## src/rtl/mult_pkg.sv

```systemverilog
// Shared types and helpers for the sequential shift-add multiplier.
// MULT_FX_OUT_EN enables the saturated fixed-point output in the top.
package mult_pkg;

  typedef enum logic [1:0] {
    ST_IDLE,
    ST_CALC,
    ST_DONE
  } state_e;

  function automatic int unsigned clog2(input int unsigned n);
    int unsigned r = 0;
    while ((64'd1 << r) < 64'(n)) r++;
    return r;
  endfunction

  function automatic int unsigned cnt_w(input int unsigned n);
    return (n < 2) ? 1 : clog2(n);
  endfunction

  function automatic int unsigned prod_w(input int unsigned n);
    return 2 * n;
  endfunction

endpackage

```

## src/rtl/mult_seq_ctrl.sv

```systemverilog
// Sequencer for mult_seq_booth: IDLE -> CALC (NB_DATA cycles) -> DONE.
// MULT_FX_OUT_EN does not affect this block.
module mult_seq_ctrl
  import mult_pkg::*;
#(
  parameter int unsigned NB_DATA = 8
) (
  input  logic i_clk,
  input  logic i_rst,
  input  logic i_start,
  output logic o_load,
  output logic o_shift,
  output logic o_last,
  output logic o_busy,
  output logic o_valid
);

  localparam int unsigned CW = cnt_w(NB_DATA);
  localparam logic [CW-1:0] CNT_LAST = CW'(NB_DATA - 1);

  state_e        state_q, state_d;
  logic [CW-1:0] cnt_q, cnt_d;

  always_ff @(posedge i_clk) begin
    if (i_rst) begin
      state_q <= ST_IDLE;
      cnt_q   <= '0;
    end else begin
      state_q <= state_d;
      cnt_q   <= cnt_d;
    end
  end

  always_comb begin
    state_d = state_q;
    cnt_d   = cnt_q;
    o_load  = 1'b0;
    o_shift = 1'b0;
    o_last  = 1'b0;
    o_busy  = 1'b0;
    o_valid = 1'b0;
    unique case (state_q)
      ST_IDLE: begin
        if (i_start) begin
          o_load  = 1'b1;
          cnt_d   = '0;
          state_d = ST_CALC;
        end
      end
      ST_CALC: begin
        o_busy  = 1'b1;
        o_shift = 1'b1;
        cnt_d   = cnt_q + CW'(1);
        if (cnt_q == CNT_LAST) begin
          o_last  = 1'b1;
          state_d = ST_DONE;
        end
      end
      ST_DONE: begin
        o_busy  = 1'b1;
        o_valid = 1'b1;
        state_d = ST_IDLE;
      end
      default: state_d = ST_IDLE;
    endcase
  end

endmodule

```

## src/rtl/mult_seq_booth.sv

```systemverilog
// Sequential shift-add multiplier, signed or unsigned per operation.
// MULT_FX_OUT_EN adds o_mult_fx: product >> NB_FRAC, saturated.
module mult_seq_booth
  import mult_pkg::*;
#(
  parameter int unsigned NB_DATA = 8
`ifdef MULT_FX_OUT_EN
  ,
  parameter int unsigned NB_FRAC = NB_DATA - 1
`endif
) (
  input  logic                 i_clk,
  input  logic                 i_rst,
  input  logic                 i_start,
  input  logic                 i_signed,
  input  logic [NB_DATA-1:0]   i_a,
  input  logic [NB_DATA-1:0]   i_b,
  output logic                 o_busy,
  output logic                 o_valid,
`ifdef MULT_FX_OUT_EN
  output logic [NB_DATA-1:0]   o_mult_fx,
`endif
  output logic [2*NB_DATA-1:0] o_product
);

  localparam int unsigned NP = prod_w(NB_DATA);

  logic load, shift, last;

  mult_seq_ctrl #(
    .NB_DATA(NB_DATA)
  ) u_ctrl (
    .i_clk  (i_clk),
    .i_rst  (i_rst),
    .i_start(i_start),
    .o_load (load),
    .o_shift(shift),
    .o_last (last),
    .o_busy (o_busy),
    .o_valid(o_valid)
  );

  logic [NB_DATA:0]   a_q, a_d;
  logic [NB_DATA:0]   h_q, h_d;
  logic [NB_DATA-1:0] l_q, l_d;
  logic               sgn_q, sgn_d;
  logic [NP-1:0]      prod_q, prod_d;

  logic [NB_DATA:0]   pp;
  logic [NB_DATA+1:0] h_x, pp_x, sum;

  always_ff @(posedge i_clk) begin
    if (i_rst) begin
      a_q    <= '0;
      h_q    <= '0;
      l_q    <= '0;
      sgn_q  <= 1'b0;
      prod_q <= '0;
    end else begin
      a_q    <= a_d;
      h_q    <= h_d;
      l_q    <= l_d;
      sgn_q  <= sgn_d;
      prod_q <= prod_d;
    end
  end

  always_comb begin
    pp   = l_q[0] ? a_q : '0;
    h_x  = {sgn_q & h_q[NB_DATA], h_q};
    pp_x = {sgn_q & pp[NB_DATA], pp};
    // The multiplier's sign bit carries weight -2^(N-1) in signed mode
    sum  = (sgn_q && last) ? h_x - pp_x : h_x + pp_x;

    a_d    = a_q;
    h_d    = h_q;
    l_d    = l_q;
    sgn_d  = sgn_q;
    prod_d = prod_q;
    if (load) begin
      a_d   = {i_signed & i_a[NB_DATA-1], i_a};
      h_d   = '0;
      l_d   = i_b;
      sgn_d = i_signed;
    end else if (shift) begin
      h_d = sum[NB_DATA+1:1];
      l_d = {sum[0], l_q[NB_DATA-1:1]};
    end
    if (last) begin
      prod_d = {sum[NB_DATA:0], l_q[NB_DATA-1:1]};
    end
  end

  assign o_product = prod_q;

`ifdef MULT_FX_OUT_EN
  logic [NB_DATA-1:0] fx_q, fx_d;
  logic signed [NP-1:0] shr_s;
  logic [NP-1:0]      shr_u, shr;
  logic               fits;

  always_ff @(posedge i_clk) begin
    if (i_rst) begin
      fx_q <= '0;
    end else begin
      fx_q <= fx_d;
    end
  end

  always_comb begin
    shr_s = $signed(prod_d) >>> NB_FRAC;
    shr_u = prod_d >> NB_FRAC;
    shr   = sgn_q ? NP'(shr_s) : shr_u;
    fits  = 1'b0;
    fx_d  = fx_q;
    if (sgn_q) begin
      fits = (&shr[NP-1:NB_DATA-1]) | ~(|shr[NP-1:NB_DATA-1]);
    end else begin
      fits = ~(|shr[NP-1:NB_DATA]);
    end
    if (last) begin
      unique case (1'b1)
        fits:   fx_d = shr[NB_DATA-1:0];
        !sgn_q: fx_d = '1;
        default: fx_d = shr[NP-1] ? {1'b1, {(NB_DATA-1){1'b0}}}
                                  : {1'b0, {(NB_DATA-1){1'b1}}};
      endcase
    end
  end

  assign o_mult_fx = fx_q;
`endif

endmodule
```

## config.mk

```make
export PLATFORM = sky130hd
export DESIGN_NAME = mult_seq_booth
export DESIGN_NICKNAME = d
export VERILOG_FILES = /design/src/rtl/mult_pkg.sv /design/src/rtl/mult_seq_ctrl.sv /design/src/rtl/mult_seq_booth.sv
export SDC_FILE = /design/constraint.sdc
export NUM_CORES = 1
export LEC_CHECK = 0
export ABC_AREA = 1
export BUFFER_PORTS_ARGS = -buffer_cell sky130_fd_sc_hd__buf_2
export CAP_MARGIN = 20
export CORE_ASPECT_RATIO = 0.8
export CORE_MARGIN = 2
export CORE_UTILIZATION = 40
export CTS_CLUSTER_DIAMETER = 40
export DETAILED_ROUTE_END_ITERATION = 8
export MAX_ROUTING_LAYER = met4
export PLACE_DENSITY_LB_ADDON = 0.08
export SLEW_MARGIN = 20
export SYNTH_ARGS = -nofsm -noshare
export SYNTH_HDL_FRONTEND = slang
export SYNTH_SLANG_ARGS = --single-unit
```

## constraint.sdc

```tcl
create_clock -name i_clk -period 2.6 [get_ports i_clk]
set_input_delay 0.52 -clock i_clk [delete_from_list [all_inputs] [get_ports i_clk]]
set_output_delay 0.52 -clock i_clk [all_outputs]
set_load 0.02 [all_outputs]
```

==> flow_summary.toml, run 1 <==
[pwr]
pwr-share-comb_pct = 41.1
power_frac_seq_pct = 35.4
cellPowerDensity_nw_per_um2 = 722.9
leakagePower_nw = 1.679
finalPower_w = 0.002400
switching_share_pct = 38.50
p_sw_w = 0.0009242
p_clk_share_pct = 23.4
ir_drop_mv = 0.3282
p_int_w = 0.001476

[die]
core_area_um2 = 6441
die_w_um = 95.45
start_util_pct = 41.55
fp.dieH_um = 77.16
dieArea_um2 = 7365
io_pins = 38
row_count = 26

[yosys]
synth-edff-count = 0
async_reset_ff_share_pct = 0
synth_cell_types = 29
netlist_area_um2 = 2676
yosys_warnings = 0
synth_nets = 417
netlist.area_leader.share_pct = 35.90
synth_seq_area_share_pct = 35.90
synth_top_area_cell = "dfxtp_1"
syn_inst = 380
synthFlopType = "dfxtp_1"
synth_area_per_cell_um2 = 7.043
yosys-top-cells-area = "dfxtp_1 36%, nand2_1 10%, nor2_1 9.3%"
ys_ff_latch = 48

[placed_design]
globalplace.congestion = 0.8536
dp_hpwl_um = 4465
port_buffers = 37
placed_cells = 500
dp_worst_setup_slack_ns = -0.1155
postPlaceCellArea_um2 = 2999

[cells_and_area]
final_cells = 514
n_antenna_cell = 0
synthToLayoutAreaGrowth_pct = 24.08
nets = 466
fillers = 642
fin_area_um2 = 3321
drive_gt1_share_pct = 26.74

[cts]
tritoncts = "done"
clock_sinks = 48
root_buffer = "clkbuf_8"
h-tree-depth = 2
clock_path_buffers = 2
clk_latency_ns = 0.31
clkSlewWorstSetupHoldPaths_ns = 0.10
cts-buffers-inserted = 5

[routing]
drtAntennaViolNets = 0
drt_iter0_drc = 114
vias_per_cell = 4.710
dr.pass1.iters = 4
route.detailed.drc = 0
via_count = 2421
wl_per_cell_um = 12.13
wirelength_um = 6234

[worst_setup_path]
end_kind = "register"
required_ns = 2.82
critPathLaunchType = "register"
path_max_fanout = 8
worstSetupPathType = "register to register"
crit_arrival_ns = 2.72

[sta]
fmax_mhz = 400.3
hold_viol = 0
clock_skew_ns = 0.01130
setup_viol = 0
slew_headroom_pct = 71.58
setup_slack_ns = 0.1018
period_share_pct = 96.08
finalCriticalPeriod_ns = 2.498
report.final.slew_viol_count = 0
worstMarginPinSlew_ns = 0.4258
tns_ns = 0

[min_path]
min_path_type = "input port to register"

[run]
cap_viol_max_count = 0

[status]
status = "finished clean"

[global_routing]
grt_max_degree = 23
gr-usage-all-layers_pct = 18.00
grt_pass1_vias = 2166
gr-total-overflow = 0
grt_pass1_wl_um = 10200
antenna_found_initial = 0
-- Yosys cell counts (2+ instances only) --
| master | instances |
|---|---|
| nand2_4 | 7 |
| xor2_1 | 9 |
| nand2_1 | 72 |
| nand2_2 | 4 |
| nand4_1 | 2 |
| nand3_2 | 4 |
| o21ai_2 | 2 |
| a211oi_1 | 2 |
| inv_1 | 44 |
| buf_2 | 7 |
| clkbuf_1 | 6 |
| nor2_1 | 66 |
| xnor2_1 | 2 |
| ha_1 | 16 |
| or2_2 | 3 |
| o21ai_0 | 27 |
| a31oi_1 | 7 |
| a21oi_1 | 19 |
| dfxtp_1 | 48 |
| nand3_1 | 23 |
| o21bai_1 | 2 |
-- power groups by stage --
| stage | Combinational (W) | Clock, W | Sequential, W |
|---|---|---|---|
| global route | 0.00113 | 0.000604 | 0.000861 |
| global placement | 0.000839 | 0 | 0.000861 |
| finish | 0.000987 | 0.000562 | 0.000851 |
| CTS | 0.000849 | 0.000575 | 0.000845 |
| detailed placement | 0.000844 | 0 | 0.000860 |
| floorplan | 0.000642 | 0 | 0.000845 |
-- state kept, by name, summed over array words and instances, names as in the netlist --
signal	count
a_q	9
h_q	9
l_q	8
o_product	16
sgn_q	1
u_ctrl.cnt_q	3
u_ctrl.state_q	2
-- layout by cell type, fill, tap and decap left out, types with 6 or more instances in the layout --
cell | Yosys | final
nor2_1 | 66 | 64
nand2_4 | 7 | 8
nand3_1 | 23 | 20
a31oi_1 | 7 | 6
inv_1 | 44 | 44
dfxtp_1 | 48 | 44
buf_4 | 0 | 19
o21ai_0 | 27 | 25
xor2_1 | 9 | 7
ha_1 | 16 | 10
a21oi_1 | 19 | 16
nand2_1 | 72 | 67
buf_2 | 7 | 37
nand3_2 | 4 | 7
nand2_2 | 4 | 8
ha_4 | 0 | 6
-- area by class of cell --
cell class                 count  area (µm²)  area share [%]
multi-input combinational    272        1627           48.98
timing repair buffer          57       339.1           10.21
sequential                    48       965.9           29.09
inverter                      45       168.9           5.087
clock inverter                 3       46.29           1.394
tap                           84       105.1           3.165
clock buffer                   5       68.82           2.072
-- critical path, stage by stage, from the launching register on --
cell and delay [ns]:
dfxtp_2 0.38, ha_4 0.15, ha_4 0.12, nand2_2 0.06
inv_2 0.08, nand2_4 0.08, buf_6 0.13, nand2_1 0.04
nand2_1 0.06, xor2_1 0.17, ha_1 0.37, inv_1 0.10
o21bai_1 0.10, a31oi_2 0.20, nand2_1 0.10, nand2_2 0.09
nand3_2 0.07, nand2_1 0.07, inv_1 0.03
-- worst paths after layout --
kind	start	end	slack (ns)	depth (start not counted)
worst min-delay path	i_a[7]	a_q[7]$_SDFFE_PP0P_	0.46	3
worst max-delay path	u_ctrl.cnt_q[0]$_SDFFE_PP0P_	o_product[15]$_SDFFE_PP0N_	0.10	18
worst min register to register	o_product[2]$_SDFFE_PP0N_	o_product[2]$_SDFFE_PP0N_	0.49	2
worst max register to register	u_ctrl.cnt_q[0]$_SDFFE_PP0P_	o_product[15]$_SDFFE_PP0N_	0.10	18
-- per-stage QoR --
step           hold WS [ns]  utilization, %
6_report             0.4562           51.55
3_5_place_dp         0.4634           46.56
4_1_cts              0.4558           48.47
3_3_place_gp         0.4576           46.56
2_1_floorplan        0.4432               -
5_1_grt              0.4584           51.55
-- what timing repair did --
item | in CTS | in global routing
endpoints found under the setup margin | 13 | 13
pin swaps | 1 | 5
buffers inserted | 0 | 6
hold buffers | 0 | 0
resized for setup | 2 | 32
-- routing by layer --
| metal | track usage, % | wire length, µm | vias up | share of wire, % |
|---|---|---|---|---|
| met5 | - | 0 | - | 0 |
| met4 | 3.000 | 53 | 0 | 0.85 |
| met3 | 4.126 | 239 | 8 | 3.8 |
| met2 | 25.92 | 2574 | 43 | 41 |
| met1 | 26.07 | 3367 | 1063 | 54 |
| li1 | - | - | 1307 | - |
-- kinds of logic after synthesis --
kind of cell / synth area share (%)
adder cells (fa/ha/maj): 8.228
flip-flops: 35.90
AND/OR/NAND/NOR: 30.20
XOR/XNOR: 3.600
buffers and inverters: 9.022
AO/OA/AOI/OAI: 13.04
(Power assumes the default switching activity.)
==> inputs of run 2 (changes only) <==
--- a/config.mk
+++ b/config.mk
@@ -15,6 +15,7 @@
 export DETAILED_ROUTE_END_ITERATION = 8
 export MAX_ROUTING_LAYER = met4
 export PLACE_DENSITY_LB_ADDON = 0.08
+export RECOVER_POWER = 50
 export SLEW_MARGIN = 20
 export SYNTH_ARGS = -nofsm -noshare
 export SYNTH_HDL_FRONTEND = slang
==> constraint.sdc (replaced) <==
create_clock -name i_clk -period 3.1 [get_ports i_clk]
set_input_delay 0.62 -clock i_clk [delete_from_list [all_inputs] [get_ports i_clk]]
set_output_delay 0.62 -clock i_clk [all_outputs]
set_load 0.02 [all_outputs]
==> flow_summary.toml, run 2 (synthesized netlist as in run 1, its figures left out) <==
[status]
status = "finished clean"

[die]
start_util_pct = 41.55
core_area_um2 = 6441
die_w_um = 95.45
dieArea_um2 = 7365
io_pins = 38
fp.dieH_um = 77.16
row_count = 26

[cells_and_area]
n_antenna_cell = 0
fin_area_um2 = 3044
largest_register_ff_count = 16
nets = 451
synthToLayoutAreaGrowth_pct = 13.74
final_common_cell = "nand2_1"
drive_gt1_share_pct = 12.77
final_cell_mix = "73 x nand2_1, 66 x nor2_1, 48 x dfxtp_1"

[min_path]
min_path_type = "register to register"
min_from = "u_ctrl.cnt_q[2]$_SDFFE_PP0P_"

[cts]
clk_latency_ns = 0.31
cts-buffers-inserted = 5
clkSlewWorstSetupHoldPaths_ns = 0.10
cts_resized = 0
root_buffer = "clkbuf_8"
cts_setup_buffers = 0
clock_sinks = 48
clock_path_buffers = 2
ctsHoldBuffers = 0
tritoncts = "done"
h-tree-depth = 2

[worst_setup_path]
path_max_fanout = 11
crit_start = "u_ctrl.cnt_q[0]$_SDFFE_PP0P_"
crit_arrival_ns = 2.99
required_ns = 3.32
worstReg2RegStart = "u_ctrl.cnt_q[0]$_SDFFE_PP0P_"
end_kind = "register"
worstSetupPathType = "register to register"
critPathLaunchType = "register"

[placed_design]
globalplace.congestion = 0.8877
dp_hpwl_um = 4355
port_buffers = 37
postPlaceCellArea_um2 = 2932

[global_routing]
grt_pass1_wl_um = 10230
antenna_found_initial = 0
grt_max_degree = 24
gr-usage-all-layers_pct = 17.87
gr-total-overflow = 0
grt_pass1_vias = 2205

[pwr]
p_int_w = 0.001227
switching_share_pct = 36.31
p_clk_share_pct = 28.8
pwr-share-comb_pct = 34.5
cellPowerDensity_nw_per_um2 = 632.7
p_sw_w = 0.0006994
leakagePower_nw = 1.513
power_frac_seq_pct = 36.7
ir_drop_mv = 0.2351

[sta]
slew_headroom_pct = 56.42
finalCriticalPeriod_ns = 2.772
clock_skew_ns = 0.01101
period_share_pct = 89.42
tns_ns = 0
rsz0062_at_grt = "no"
hold_viol = 0
worstMarginPinSlew_ns = 0.6530
setup_viol = 0
report.final.slew_viol_count = 0
fmax_mhz = 360.8

[routing]
route.detailed.drc = 0
vias_per_cell = 4.669
drtAntennaViolNets = 0
drt_iter0_drc = 105
via_count = 2330
dr.pass1.iters = 4
wirelength_um = 5952
wl_per_cell_um = 11.93

[run]
cap_viol_max_count = 0
==> run 2: changes by cell type in the layout (fill, tap and decap cells not counted), moves of 4 or more <==
cell	before	now
dfxtp_2	4	0
buf_2	37	19
buf_4	19	5
ha_1	10	16
dfxtp_1	44	48
nand2_1	67	73
clkbuf_1	0	18
ha_4	6	0
nand2_2	8	3
==> run 2: final cells by class <==
type / count / area [µm²]
well taps: 84 / 105.1
fillers: 680 / 3397
repair buffers: 42 / 200.2
clock buffers: 5 / 68.82
inverters: 45 / 168.9
flip-flops and latches: 48 / 960.9
multi-input cells: 272 / 1471
clock inverters: 3 / 68.82
==> run 2: worst paths after layout <==
check                                                     to  slack (ns)  depth (start not counted)
worst min-delay path            u_ctrl.cnt_q[2]$_SDFFE_PP0P_        0.47                          2
worst min register to register  u_ctrl.cnt_q[2]$_SDFFE_PP0P_        0.47                          2
worst max register to register    o_product[13]$_SDFFE_PP0N_        0.33                         16
worst max-delay path              o_product[13]$_SDFFE_PP0N_        0.33                         16
==> run 2: per-stage QoR <==
step / total power, W / std cells / hold WS (ns) / setup WS (ns) / utilization, %
final: 0.001926 / 499 / 0.4722 / 0.3281 / 47.26
after floorplan: 0.001247 / 380 / 0.4432 / 0.6345 / -
after global placement: 0.001382 / 491 / 0.4550 / 0.3808 / 45.51
after global routing: 0.002075 / 499 / 0.5021 / 0.001764 / 47.26
after CTS: 0.001945 / 499 / 0.4788 / 0.3229 / 47.65
after detailed placement: 0.001386 / 491 / 0.4637 / 0.3516 / 45.51
==> run 2: power groups by stage <==
stage	clock network [W]	registers [W]	logic, W
floorplan	0	0.000709	0.000539
global placement	0	0.000721	0.000661
detailed placement	0	0.000721	0.000665
CTS	0.000568	0.000707	0.000670
global route	0.000597	0.000713	0.000765
finish	0.000554	0.000707	0.000665
==> run 2: per-layer routing <==
| metal | track usage (%) | up-vias | part of all wire, % |
|---|---|---|---|
| met5 | - | - | 0 |
| met4 | 4.571 | 0 | 0.49 |
| met1 | 25.44 | 1007 | 55 |
| met2 | 25.70 | 47 | 40 |
| li1 | - | 1274 | - |
| met3 | 3.831 | 2 | 4.4 |
==> run 2: critical path, stage by stage (launching register included) <==
cell and delay (ns):
dfxtp_1 0.34, ha_1 0.20, ha_1 0.20, nand2_1 0.11, inv_2 0.05, nand2_1 0.27
nand2_1 0.11, xor2_1 0.14, inv_1 0.06, ha_1 0.32, a21oi_1 0.16, o21ai_1 0.13
a21oi_1 0.18, xor2_1 0.24, nand2_1 0.09, nand2_1 0.06, inv_1 0.03
